--- src/rtl/counter_check_pkg.sv ---
// Shared types, default sizing and helpers for the counter stream checker.
package counter_check_pkg;

  typedef enum logic [1:0] {IDLE, SEEK, LOCKED} state_e;

  localparam int CNT_LSB    = 1;
  localparam int CNT_W      = 10;
  localparam int LOCK_COUNT = 4;
  localparam int ERR_W      = 16;

  // Increment that sticks at max_value instead of wrapping.
  function automatic logic [31:0] sat_inc(input logic [31:0] value,
                                          input logic [31:0] max_value);
    return (value >= max_value) ? value : value + 32'd1;
  endfunction

endpackage

--- src/rtl/sat_counter.sv ---
// W-bit event counter that saturates at all-ones.
module sat_counter
  import counter_check_pkg::*;
#(
  parameter int W = 16
) (
  input  logic         clk,
  input  logic         rst,
  input  logic         en,
  output logic [W-1:0] count
);

  localparam logic [31:0] MAX_VAL = 32'((64'd1 << W) - 64'd1);

  // NOTE: sequential state uses non-blocking assignments so every register samples pre-edge values.
  always_ff @(posedge clk or posedge rst) begin
    if (rst)     count <= '0;
    else if (en) count <= W'(sat_inc(32'(count), MAX_VAL));
  end

endmodule

--- config.mk ---
export PLATFORM = sky130hd
export DESIGN_NAME = sat_counter
export DESIGN_NICKNAME = d
export VERILOG_FILES = /design/src/rtl/counter_check_pkg.sv /design/src/rtl/sat_counter.sv
export SDC_FILE = /design/constraint.sdc
export NUM_CORES = 1
export LEC_CHECK = 0
export ABC_AREA = 1
export CAP_MARGIN = 10
export CORE_MARGIN = 2
export CORE_UTILIZATION = 45
export CTS_CLUSTER_SIZE = 16
export DETAILED_ROUTE_END_ITERATION = 12
export PLACE_DENSITY = 0.73
export SETUP_SLACK_MARGIN = 0.2
export SLEW_MARGIN = 30
export SYNTH_ARGS = -nofsm -noshare
export SYNTH_HDL_FRONTEND = slang
export SYNTH_SLANG_ARGS = --single-unit
--- constraint.sdc ---
create_clock -name clk -period 1.64 [get_ports clk]
set_input_delay 0.328 -clock clk [delete_from_list [all_inputs] [get_ports clk]]
set_output_delay 0.328 -clock clk [all_outputs]
set_load 0.005 [all_outputs]
=== Yosys cells after proc, flatten, opt, wreduce, memory -nomap -nowiden ===
Index checks and enable logic that the tools add are counted.

* Flip-flop bits (word level): 16

* $add $sub $neg: 1
* Order comparisons: 1
* Bitwise operators: 1
* Reductions and logical operators: 1

{| class="wikitable"
|+ Operator list
! cell !! number
|-
| 16-bit by 1-bit adder with 16-bit output, second input constant || 1
|-
| 16-bit greater-or-equal comparator, second input constant || 1
|-
| 2-bit AND reduction || 1
|-
| 1-bit NOT || 1
|}

=== Longest topological paths before layout ===
* Word-level depth: 3
* Mapped depth: 10
* Gate-level depth less buffers: 9

=== Worst setup path after synthesis ===
Ideal clock, no wire load.

* Kind: register to register
* Start: reg count[0]
* End: reg count[9]
* Setup time: 121 ps
* Data arrival time: 1,289 ps
* Setup slack: 230 ps
* Cell stages (with the launch flop): 9
* Buffers on the path: 0
* Cell sequence: dfrtp_1 > ha_1 > inv_2 > nor2_4 > nand2_4 > nor2_2 > nor2_2 > nand2_1 > o21ai_2

* Word-level cells in the longest chain between the ends: 3
* Elaborated cells on any way between the ends: 4
* Classes of those cells: add/sub: 1; order compare: 1; bitwise: 1; reduce/logical: 1

{| class="wikitable"
|+ Ends and longest elaborated chain
! what !! line !! RTL
|-
| from (decl) || sat_counter.sv:10 || <nowiki>output logic [W-1:0] count</nowiki>
|-
| from (signal assigned) || sat_counter.sv:18 || <nowiki>else if (en) count <= W'(sat_inc(32'(count), MAX_VAL));</nowiki>
|-
| 16-bit greater-or-equal comparator || counter_check_pkg.sv:14 || <nowiki>return (value >= max_value) ? value : value + 32'd1;</nowiki>
|-
| 1-bit NOT (no line) || -- ||
|-
| 2-bit AND reduction (no line) || -- ||
|}

Parallel ways exist; a longest one is shown, timed or not.
A chain may end at the register's enable or synchronous reset.

=== Worst setup path in the final report ===
* Start: reg count[0]
* End: out count[0]

No word-level cell between the ends.

==> run_results.csv <==
group,metric,value,unit
outcome,status,"completed",
worst_setup_path,worstReg2RegStart,"count[0]$_DFFE_PP0P_",
logic_synthesis,synth-seq-cells,16,
die,rows,17,
grt,grt_usage,21.38,%
logic_synthesis,synthesis.nets,152,
drt,wire_per_inst,11.56,um
drt,firstDrtPassIters,5,
worst_setup_path,critPathLaunch,"count[0]$_DFFE_PP0P_",
power_and_ir_drop,p_leak,0.7519,nW
finish,areaGrowthSynthToFinish,45.84,%
timing,hold_violations,0,
die,die_h,52.01,um
worst_setup_path,cp.required,1310,ps
logic_synthesis,synth_area_leaders,"dfrtp_1 39%, nand2_1 21%, inv_1 6.2%",
power_and_ir_drop,power_density,744.6,mW/mm2
timing,fin_skew,0.7439,ps
worst_setup_path,cp-endpoint,"count[0]",
logic_synthesis,synth_cells,148,
worst_setup_path,timing.rr.end,"count[10]$_DFFE_PP0P_",
clock_network,clock_latency,290,ps
clock_network,cts.sinks,16,
grt,grt_max_degree,17,
power_and_ir_drop,combinationalPowerShare,38.1,%
timing,finalCritPeriodShare,86.82,%
grt,antenna_found_initial,0,
timing,tightest_slew,206.8,ps
grt,grt_pass1_wl,4291,um
power_and_ir_drop,ir_drop,0.0007354,V
worst_setup_path,cp_slowest_stage_delay,390,ps
clock_network,clkTransAtPathRegs,90,ps
drt,dr_total_vias,1114,
timing,timing.fmax,702.4,MHz
timing,setup-tns-final,0,ps
worst_setup_path,worst_setup_path_end_kind,"output port",
logic_synthesis,synth_edf_count,0,
logic_synthesis,syn_area,0.001037,mm2
timing,layout_setup_ws,216.2,ps
drt,drt-total-wl,2519,um
logic_synthesis,yosysWarnings,0,
power_and_ir_drop,p_int,0.7527,mW
run,maxCapViolCount,0,
place,place_ws,57.07,ps
power_and_ir_drop,pwr-share-seq,43.5,%
clock_network,clock_path_buffers,2,
logic_synthesis,synth_top_area_share,38.60,%
logic_synthesis,async_reset_ff_share,100.0,%
die,io-pin-count,19,
worst_setup_path,worst_setup_path_start_kind,"register",
logic_synthesis,seq_area_frac_synth,38.60,%
timing,holdWs,330.3,ps
worst_setup_path,rrSetupSlack,240,ps
clock_network,clockRootBuffer,"clkbuf_4",
logic_synthesis,avgSynthCellArea,7.008,um2
timing,max_slew_margin,86.21,%
finish,drive_gt1_share,28.95,%
timing,report.final.slew_viol_count,0,
finish,largest_reg_flops,16,
timing,setup_viol,0,
timing,rsz0062_at_grt,"yes",
worst_setup_path,reg2regPathDepth,10,
die,dieArea,0.002705,mm2
worst_setup_path,crit_type,"reg2out",
clock_network,cts-htree-levels,1,
die,coreArea,0.002191,mm2
finish,regMostFlops,"count",
finish,nets,196,
worst_setup_path,cp.arrival,1100,ps
logic_synthesis,ys.flop_type,"dfrtp_1",
drt,initialDrtViolationCount,31,
die,die_w,52.01,um
grt,grt_pass1_vias,1051,
drt,routed_via_density,5.110,
drt,drcViolationCount,0,
worst_setup_path,slowest_stage,"dfrtp_1",
place,io_buffers,18,
logic_synthesis,synth_top_area_cell,"dfrtp_1",
worst_setup_path,crit_chain,"buf_4 > dlygate4sd2_1",
clock_network,ctsHoldBuffers,0,
clock_network,cts_buffers,3,
power_and_ir_drop,switchingPower,0.3736,mW
clock_network,cts_tree,"built",
worst_setup_path,cp_max_fo,6,
timing,fin_crit,1424,ps
place,hpwl,1697,um
place,gp_congestion,0.8592,
drt,ant_nets,0,
finish,antenna_cells,0,
finish,reg.largest.list,"count x16",
power_and_ir_drop,clkPwrFrac,18.4,%
power_and_ir_drop,p_sw_share,33.17,%
power_and_ir_drop,total_power,1.126,mW
hold_path,hold_class,"in2async",
grt,grt_overflow,0,
die,initial_core_util,47.34,%
logic_synthesis,synth_cell_types,20,
[worst max-delay path, delay by kind of cell, from the launching register on]
family,cells,cell delay [ps]
buffers and inverters,2,420
DFF,1,390
[cells in the final DEF (no fill, tap or decap), drive strengths merged, types with 7 or more instances in the layout]
| cell type | netlist | layout |
|---|---|---|
| nand2 | 62 | 63 |
| buf | 1 | 21 |
| nor2 | 20 | 20 |
| inv | 18 | 19 |
| dlygate4sd2 | 0 | 16 |
| dfrtp | 16 | 16 |
| o21ai | 8 | 8 |
| nand4 | 7 | 7 |
| nand3 | 7 | 7 |
[how the worst min path moves through the flow]
stage | to | slack [ps] | cells past startpoint
5_1_grt | count[10]$_DFFE_PP0P_ | 390 | 3
2_1_floorplan | count[0]$_DFFE_PP0P_ | 240 | 1
6_report | count[12]$_DFFE_PP0P_ | 330 | 3
4_1_cts | count[15]$_DFFE_PP0P_ | 340 | 3
3_3_place_gp | count[14]$_DFFE_PP0P_ | 510 | 2
3_5_place_dp | count[14]$_DFFE_PP0P_ | 510 | 2
[kinds of logic after synthesis]
logic type                 Yosys count  synth area share [%]
AOI/OAI and AO/OA                    8                 4.222
xor gates and xnor gates             2                 1.689
adders and majority gates            1                 1.206
buffers and inverters               21                 8.564
DFF                                 16                 38.60
and+or+nand+nor                    100                 45.72
[cells in the mapped netlist, types with 2 or more instances]
master,number
nand2_4,2
nand4_1,7
clkinv_2,2
o21ai_0,6
dfrtp_1,16
nand3_1,7
nand2_2,3
nand3b_1,3
nand2_1,57
nor2_2,4
inv_1,17
nor2_1,13
xnor2_1,2
nor2_4,3
[layout make-up]
cell class                      count  area, um2
Timing Repair Buffer               39      321.6
Inverter                           20      82.58
Tap cell                           28      35.03
Sequential cell                    16      401.6
Multi-Input combinational cell    112      649.4
Fill cell                         184      678.2
Clock buffer                        3      22.52
[power by group through the flow]
stage                     Combinational (mW)  Sequential (mW)  Clock, mW
after floorplan                        0.150            0.523          0
after global placement                 0.312            0.523          0
after detailed placement               0.315            0.528          0
after CTS                              0.385            0.483      0.217
after global routing                   0.477            0.499      0.228
final                                  0.429            0.490      0.207
[through the flow]
stage	utilization (%)	instance area, um2	instances
after floorplan	-	1037	148
after global placement	58.02	1271	197
after detailed placement	58.02	1271	197
after CTS	65.16	1428	216
after global routing	69.05	1513	218
final	69.05	1513	218
[timing repair]
item	CTS	global route
pin swaps	2	7
setup endpoints to repair	25	17
gates cloned	1	0
hold endpoints to repair	0	0
gates resized for setup	22	20
buffers inserted	15	2
[per-layer routing]
metal	share of wire, %	up-vias	GRT usage, %
met2	50	35	36.08
met4	2.4	0	10.96
met1	43	523	26.55
li1	-	549	-
met3	4.0	7	2.586
met5	0	-	0
(Power assumes the default switching activity.)
